===== src/rtl/data_port_arbiter.sv =====
// Round-robin arbiter sharing one single-cycle data-memory port between the CPU and a debug/load master.
// Grant is combinational; ownership, burst lock, stall counter and protocol error are registered.
//
// owner state | meaning
// ------------+---------------------------------------------------------------
// OWN_NONE    | no master was granted last cycle (also the reset state)
// OWN_CPU     | CPU was granted last cycle; may keep the port under burst lock
// OWN_DBG     | debug master was granted last cycle; may keep the port under lock

module data_port_arbiter #(
    parameter int MAX_BURST = 4,
    parameter int STALL_W   = 16
) (
    input  logic               clk,
    input  logic               reset,

    input  logic [31:0]        cpu_address,
    input  logic               cpu_read,
    input  logic               cpu_write,
    input  logic [31:0]        cpu_writedata,
    output logic [31:0]        cpu_readdata,
    output logic               cpu_waitrequest,

    input  logic [31:0]        dbg_address,
    input  logic               dbg_read,
    input  logic               dbg_write,
    input  logic [31:0]        dbg_writedata,
    output logic [31:0]        dbg_readdata,
    output logic               dbg_waitrequest,

    output logic [31:0]        mem_address,
    output logic               mem_read,
    output logic               mem_write,
    output logic [31:0]        mem_writedata,
    input  logic [31:0]        mem_readdata,

    output logic [STALL_W-1:0] cpu_stall_cnt,
    output logic               protocol_err
);

    typedef enum logic [1:0] {
        OWN_NONE = 2'd0,
        OWN_CPU  = 2'd1,
        OWN_DBG  = 2'd2
    } owner_t;

    localparam logic [3:0] BURST_LAST = 4'(MAX_BURST - 1);

    owner_t             owner_q, owner_d;
    owner_t             grant;
    logic [3:0]         burst_cnt_q, burst_cnt_d;
    logic               last_dbg_q, last_dbg_d;
    logic [STALL_W-1:0] cpu_stall_cnt_q, cpu_stall_cnt_d;
    logic               protocol_err_q, protocol_err_d;

    logic               cpu_req;
    logic               dbg_req;
    logic               sel_read;
    logic               sel_write;

    assign cpu_req = cpu_read | cpu_write;
    assign dbg_req = dbg_read | dbg_write;

    // Reset low forces NONE so an in-flight write is dropped asynchronously.
    always_comb begin
        grant = OWN_NONE;
        if (!reset) begin
            grant = OWN_NONE;
        end else if (cpu_req && !dbg_req) begin
            grant = OWN_CPU;
        end else if (dbg_req && !cpu_req) begin
            grant = OWN_DBG;
        end else if (cpu_req && dbg_req) begin
            if (owner_q != OWN_NONE && burst_cnt_q < BURST_LAST) begin
                grant = owner_q;
            end else begin
                grant = last_dbg_q ? OWN_CPU : OWN_DBG;
            end
        end
    end

    always_comb begin
        mem_address     = 32'h0;
        mem_writedata   = 32'h0;
        sel_read        = 1'b0;
        sel_write       = 1'b0;
        cpu_readdata    = 32'h0;
        dbg_readdata    = 32'h0;
        cpu_waitrequest = cpu_req;
        dbg_waitrequest = dbg_req;
        case (grant)
            OWN_CPU: begin
                mem_address     = cpu_address;
                mem_writedata   = cpu_writedata;
                sel_read        = cpu_read;
                sel_write       = cpu_write;
                cpu_readdata    = mem_readdata;
                cpu_waitrequest = 1'b0;
            end
            OWN_DBG: begin
                mem_address     = dbg_address;
                mem_writedata   = dbg_writedata;
                sel_read        = dbg_read;
                sel_write       = dbg_write;
                dbg_readdata    = mem_readdata;
                dbg_waitrequest = 1'b0;
            end
            default: begin
            end
        endcase
    end

    // A simultaneous read+write from the granted master is treated as a write.
    assign mem_read  = sel_read & ~sel_write;
    assign mem_write = sel_write;

    always_comb begin
        owner_d         = grant;
        burst_cnt_d     = 4'd0;
        last_dbg_d      = last_dbg_q;
        cpu_stall_cnt_d = cpu_stall_cnt_q;
        protocol_err_d  = protocol_err_q;

        if (grant == owner_q && grant != OWN_NONE) begin
            burst_cnt_d = (burst_cnt_q < BURST_LAST) ? burst_cnt_q + 4'd1 : BURST_LAST;
        end

        if (grant != OWN_NONE) begin
            last_dbg_d = (grant == OWN_DBG);
        end

        if (cpu_waitrequest && !(&cpu_stall_cnt_q)) begin
            cpu_stall_cnt_d = cpu_stall_cnt_q + STALL_W'(1);
        end

        if (sel_read && sel_write) begin
            protocol_err_d = 1'b1;
        end
    end

    always_ff @(posedge clk or negedge reset) begin
        if (!reset) begin
            owner_q         <= OWN_NONE;
            burst_cnt_q     <= 4'd0;
            last_dbg_q      <= 1'b1;
            cpu_stall_cnt_q <= '0;
            protocol_err_q  <= 1'b0;
        end else begin
            owner_q         <= owner_d;
            burst_cnt_q     <= burst_cnt_d;
            last_dbg_q      <= last_dbg_d;
            cpu_stall_cnt_q <= cpu_stall_cnt_d;
            protocol_err_q  <= protocol_err_d;
        end
    end

    assign cpu_stall_cnt = cpu_stall_cnt_q;
    assign protocol_err  = protocol_err_q;

endmodule

===== config.mk =====
export PLATFORM = sky130hd
export DESIGN_NAME = data_port_arbiter
export DESIGN_NICKNAME = d
export VERILOG_FILES = /design/src/rtl/data_port_arbiter.sv
export SDC_FILE = /design/constraint.sdc
export NUM_CORES = 1
export LEC_CHECK = 0
export BUFFER_PORTS_ARGS = -buffer_cell sky130_fd_sc_hd__buf_2
export CORE_AREA = 5 5 120 122
export CTS_CLUSTER_DIAMETER = 80
export DETAILED_ROUTE_END_ITERATION = 16
export DIE_AREA = 0 0 125 127
export GPL_TIMING_DRIVEN = 0
export SKIP_LAST_GASP = 1
export SYNTH_ARGS = -nofsm -noshare
export SYNTH_HDL_FRONTEND = slang
export SYNTH_SLANG_ARGS = --single-unit
export TNS_END_PERCENT = 100

===== constraint.sdc =====
create_clock -name clk -period 3.6 [get_ports clk]
set_clock_uncertainty 0.1 [all_clocks]
set_input_delay 0.18 -clock clk [delete_from_list [all_inputs] [get_ports clk]]
set_output_delay 0.18 -clock clk [all_outputs]
set_load 0.01 [all_outputs]

==> metrics.yaml, run 1 <==
route:
  post-route-drc-count: 0
  drt-met1-wl_um: 5430
  routed.top_layer: "met4"
  viasPerCell: 4.55
  vias: 3843
  drt_iter0_markers: 154
  wire_per_inst_um: 16.8
  first_pass_iters: 5
  wl_met2_um: 6890
  wl_met3_um: 1610
  drt-total-wl_um: 14200
  antenna_left: 0
min_path:
  worstHoldPathCells: 3
  hp-start: "dbg_read"
  min_path_type: "primary input to register"
  min_to: "owner_q[0]$_DFF_PN0_"
layout:
  syn2layout_area_growth_pct: 68.2
  drive_above_1_share: 0.507
  antenna_cells: 0
  seq_area_um2: 602
  fillers: 1439
  multi_input_area_um2: 2080
  finalNetCount: 842
sta:
  slew_headroom: 0.277
  tightest_slew_ps: 1080
  max_freq_mhz: 302
  period_needed_ps: 3320
  final.setup.tns_ps: 0
  hold_violations: 0
  rsz0062_at_grt: "yes"
  fin_crit_sh: 0.921
  slew_violations: 0
  hold_ws_ps: 268
  setup_violations: 0
  worst_slack_ps: 285
cts:
  clk_latency_ps: 260
  cts_max_level: 1
  cts_setup_buffers: 0
  clkTransAtPathRegs_ps: 60
  cts_tree: "yes"
  clock-sinks: 24
  cts_buffers: 3
  cts_root_buffer: "clkbuf_16"
  clk_path_buf_depth: 2
power:
  worst_ir_drop_vdd_mv: 0.146
  p_leak_nw: 2.46
  p_per_area_nw_per_um2: 397
logic_synthesis:
  ys_seq_area_frac: 0.214
  syn_area_per_cell_um2: 8.02
  synth-edff-count: 0
  synthFlopType: "dfrtp_1"
  synth_top_area_frac: 0.205
  syn_area_um2: 2810
  syn_inst: 350
  synth_area_leaders: "dfrtp_1 (20%), a22oi_1 (17%), nor2b_1 (15%)"
  yosysTopAreaCell: "dfrtp_1"
  synthArstFlopShare: 1.00
  synthMostInstantiatedCell: "nor2b_1"
  synth_common_cells: "nor2b_1 (68), and2_1 (66), a22oi_1 (65)"
  ys_ff_latch: 24
  yosysUniqueCellTypes: 50
  ys_warn_count: 0
placed_design:
  post-place-ws_ps: 296
  dpl.hpwl_um: 12200
  place_congestion: 0.937
  port_buffers: 314
floorplan:
  core_area_um2: 13100
  die_h_um: 127
  start_util: 0.215
  row_count: 42
  dieArea_um2: 15900
  fp.dieW_um: 125
  num_io_pins: 315
outcome:
  status: "finished clean"
setup_path:
  worstPathArrival_ps: 3040
  ff2ff_setup_slack_ps: 620
  regToRegStartpoint: "burst_cnt_q[0]$_DFF_PN0_"
  end_kind: "output pin"
  crit_type: "register to output pin"
  start_kind: "register"
  rr_worst_depth: 12
  crit_fanout: 10
  r2r-end: "cpu_stall_cnt[11]$_DFFE_PN0P_"
  crit_required_ps: 3320
grt:
  grt_pass1_vias: 3793
  antenna_found_initial: 0
  grt_pass1_wl_um: 21100
  grt_max_degree: 24
  grt_use_total: 0.163
  overflow: 0
flow_run:
  drv_cap: 0
==> timing repair <==
action	CTS	global route
gates resized for setup	1	2
pin swaps	0	0
hold buffers	2	0
setup endpoints to repair	1	58
endpoints found under the hold margin	23	0
==> sequential cells by signal, indices dropped and copies added (netlist names) <==
register       count
last_dbg_q         1
cpu_stall_cnt     16
owner_q            2
protocol_err       1
burst_cnt_q        4
==> critical path, cell delays in order (launching register included) <==
cell and delay [ps]:
dfrtp_1 390, ha_1 230, nor3_2 330, nand2_1 120
o21ai_0 120, o21a_1 190, ha_1 210, clkbuf_2 240
buf_1 380, a22oi_1 160, nor2b_1 210, buf_2 190
==> cell usage in the layout, fill, tap and decap left out, drive strengths merged, types with 2 or more instances in the layout <==
cell	n
o21ai	5
ha	6
nand4	6
and3	3
clkbuf	22
or3	2
inv	3
nor4	8
conb	2
and2	66
nand3	5
nor2b	68
nor2	5
o21bai	2
xor2	9
nor3	5
a22oi	65
or2	2
mux2	3
a31oi	4
buf	322
dlygate4sd3	2
xnor2	3
nand2	8
dfrtp	23
o2111ai	3
or3b	2
a21oi	3
==> power breakdown <==
group | switching [W] | internal, W | total, W | leakage [nW]
clock network | 0.000100 | 0.000221 | 0.000321 | 0.0511
logic | 0.000597 | 0.000513 | 0.00111 | 2.12
registers | 0.000101 | 0.000345 | 0.000446 | 0.291
==> routing by layer <==
layer	GRT usage	up-vias
met5	0	-
met2	0.281	200
met3	0.0680	16
met4	0.0402	0
met1	0.188	1740
li1	-	1887
==> cell type report <==
| type | instances | area share |
|---|---|---|
| clock buffer | 3 | 0.0159 |
| inverter | 3 | 0.00238 |
| buffer | 27 | 0.0238 |
| tap | 176 | 0.0466 |
| timing repair buffer | 316 | 0.337 |
| sequential | 24 | 0.127 |
| clock inverter | 1 | 0.00636 |
| multi-input combinational | 295 | 0.441 |
==> worst max path at each step <==
stage,start,end,cells after the start
global route,burst_cnt_q[0]$_DFF_PN0_,mem_writedata[29],11
finish,burst_cnt_q[0]$_DFF_PN0_,mem_writedata[29],11
floorplan,burst_cnt_q[0]$_DFF_PN0_,cpu_stall_cnt[11]$_DFFE_PN0P_,12
detailed placement,burst_cnt_q[0]$_DFF_PN0_,mem_address[20],11
global placement,burst_cnt_q[0]$_DFF_PN0_,mem_address[20],11
CTS,burst_cnt_q[0]$_DFF_PN0_,mem_writedata[29],11
==> stage by stage <==
step                      instances  utilization  area, um2  total power (W)
after floorplan                 351            -       2810          0.00109
after global placement          841        0.352       4600          0.00157
after detailed placement        841        0.352       4600          0.00157
after CTS                       847        0.361       4730          0.00190
after global routing            845        0.361       4720          0.00203
final                           845        0.361       4720          0.00188
==> cell families (layout without fill, tap and decap cells) <==
family | count (synthesis) | in the layout | share of synthesized area
xor+xnor | 12 | 12 | 0.0374
fa+ha+maj | 6 | 6 | 0.0267
mux | 4 | 4 | 0.0169
other cells | 1 | 2 | 0.00134
flops | 24 | 24 | 0.214
simple gates | 181 | 181 | 0.417
compound gates | 90 | 90 | 0.241
buf+inv | 32 | 350 | 0.0459
No activity file was read; power rests on OpenSTA's default activity.
==> run 2: changes to the inputs <==
--- a/config.mk
+++ b/config.mk
@@ -7,4 +7,5 @@
 export LEC_CHECK = 0
 export BUFFER_PORTS_ARGS = -buffer_cell sky130_fd_sc_hd__buf_2
+export CAP_MARGIN = 20
 export CORE_AREA = 5 5 120 122
 export CTS_CLUSTER_DIAMETER = 80
==> constraint.sdc (replaced) <==
create_clock -name clk -period 3.6 [get_ports clk]
set_clock_uncertainty 0.1 [all_clocks]
set_input_delay 0.18 -clock clk [delete_from_list [all_inputs] [get_ports clk]]
set_output_delay 0.18 -clock clk [all_outputs]
set_load 0.005 [all_outputs]
==> metrics.yaml, run 2 (same netlist as run 1, synthesis figures left out) <==
grt:
  grt_pass1_vias: 3793
  grt_max_degree: 24
  overflow: 0
  antenna_found_initial: 0
  grt_pass1_wl_um: 21100
  grt.busiest_layer: "met2"
  grt_use_total: 0.163
  grtUsageMet1: 0.188
  met3_usage: 0.0680
  grtUsageMet2: 0.281
placed_design:
  place_congestion: 0.937
  port_buffers: 314
  dpl.hpwl_um: 12200
  post-place-ws_ps: 313
sta:
  hold_violations: 0
  slew_violations: 0
  slew_headroom: 0.650
  final.setup.tns_ps: 0
  max_freq_mhz: 303
  rsz0062_at_grt: "yes"
  fin_crit_sh: 0.917
  worst_slack_ps: 298
  setup_violations: 0
  period_needed_ps: 3300
  hold_ws_ps: 266
  tightest_slew_ps: 521
cts:
  clk_latency_ps: 260
  clock-sinks: 24
  clk_path_buf_depth: 2
  cts_buffers: 3
  cts_setup_buffers: 0
  cts_max_level: 1
  clkTransAtPathRegs_ps: 60
  cts_tree: "yes"
  cts_root_buffer: "clkbuf_16"
power:
  p_per_area_nw_per_um2: 379
  p_leak_nw: 2.47
  p_sw_frac: 0.400
  power_switching_w: 0.000718
  power_w: 0.00180
  worst_ir_drop_vdd_mv: 0.136
  comb_power_share: 0.572
  p_int_w: 0.00108
  seqPwrFrac: 0.249
  power.share.clock: 0.179
route:
  first_pass_iters: 4
  drt-total-wl_um: 14300
  vias: 3847
  post-route-drc-count: 0
  viasPerCell: 4.55
  antenna_left: 0
  drt_iter0_markers: 135
  wire_per_inst_um: 16.9
setup_path:
  crit_type: "register to output pin"
  crit_fanout: 12
  rr_worst_depth: 12
  worstPathArrival_ps: 3020
  end_kind: "output pin"
  crit_required_ps: 3320
  critPathSlowestCell: "ha_1"
  crit_top_cell: "ha_1"
  slowest_delay_ps: 430
  start_kind: "register"
  crit_path_cell_trace: "ha_1, nor3_2, nand2_1, o21ai_0, o21a_1, ha_1, buf_1, a22oi_1, nor2b_1, buf_2"
floorplan:
  die_h_um: 127
  dieArea_um2: 15900
  num_io_pins: 315
  core_area_um2: 13100
  start_util: 0.215
  row_count: 42
  fp.dieW_um: 125
flow_run:
  drv_cap: 0
layout:
  finalNetCount: 842
  post-route-util: 0.363
  syn2layout_area_growth_pct: 69.0
  mostFrequentLayoutCells: "buf_2 (316), nor2b_1 (68), and2_1 (66)"
  largest_reg_flops: 16
  layout_commonest_cell: "buf_2"
  antenna_cells: 0
  drive_above_1_share: 0.507
outcome:
  status: "finished clean"
min_path:
  worstHoldPathCells: 3
  min_path_type: "primary input to register"
[run 2: cell type report]
type	count	area [um2]
Buffer	26	108
Clock inverter	1	30.0
Inverter	3	11.3
Timing Repair Buffer	317	1620
Fill cell	1434	8340
Tap cell	176	220
Multi-Input combinational cell	295	2080
Sequential cell	24	602
Clock buffer	3	75.1
[run 2: timing repair]
action	CTS	global route
gates resized for setup	1	0
setup endpoints to repair	1	50
endpoints found under the hold margin	23	0
hold buffers	2	0
[run 2: worst paths after layout]
kind	slack [ps]	startpoint	endpoint
max in group asynchronous	2050	reset	protocol_err$_DFFE_PN0P_
worst max register to register	620	burst_cnt_q[0]$_DFF_PN0_	cpu_stall_cnt[11]$_DFFE_PN0P_
worst max-delay path	300	burst_cnt_q[0]$_DFF_PN0_	mem_writedata[29]
worst min register to register	380	protocol_err$_DFFE_PN0P_	protocol_err$_DFFE_PN0P_
min in group asynchronous	400	reset	last_dbg_q$_DFFE_PN1P_
worst min-delay path	270	dbg_write	protocol_err$_DFFE_PN0P_
[run 2: layer usage]
layer	vias up	wire length, um
met5	-	0
met3	16	1630
li1	1886	-
met2	203	6940
met1	1742	5440
met4	0	276
[run 2: through the flow]
step,cell area [um2],std cells
floorplan,2810,351
global placement,4600,841
detailed placement,4600,841
CTS,4730,847
global route,4750,845
finish,4750,845
[run 2: power by group through the flow]
| stage | logic (W) | clock network (W) | registers, W |
|---|---|---|---|
| floorplan | 0.000568 | 0 | 0.000435 |
| global placement | 0.00104 | 0 | 0.000450 |
| detailed placement | 0.00104 | 0 | 0.000450 |
| CTS | 0.00104 | 0.000326 | 0.000447 |
| global route | 0.00115 | 0.000339 | 0.000464 |
| finish | 0.00103 | 0.000322 | 0.000447 |
[run 2: critical path, delay by kind of cell (launching register included)]
kind	cells	cell delay (ps)
simple gates	3	670
fa+ha+maj	2	660
compound gates	3	470
flops	1	390
buf+inv	2	570
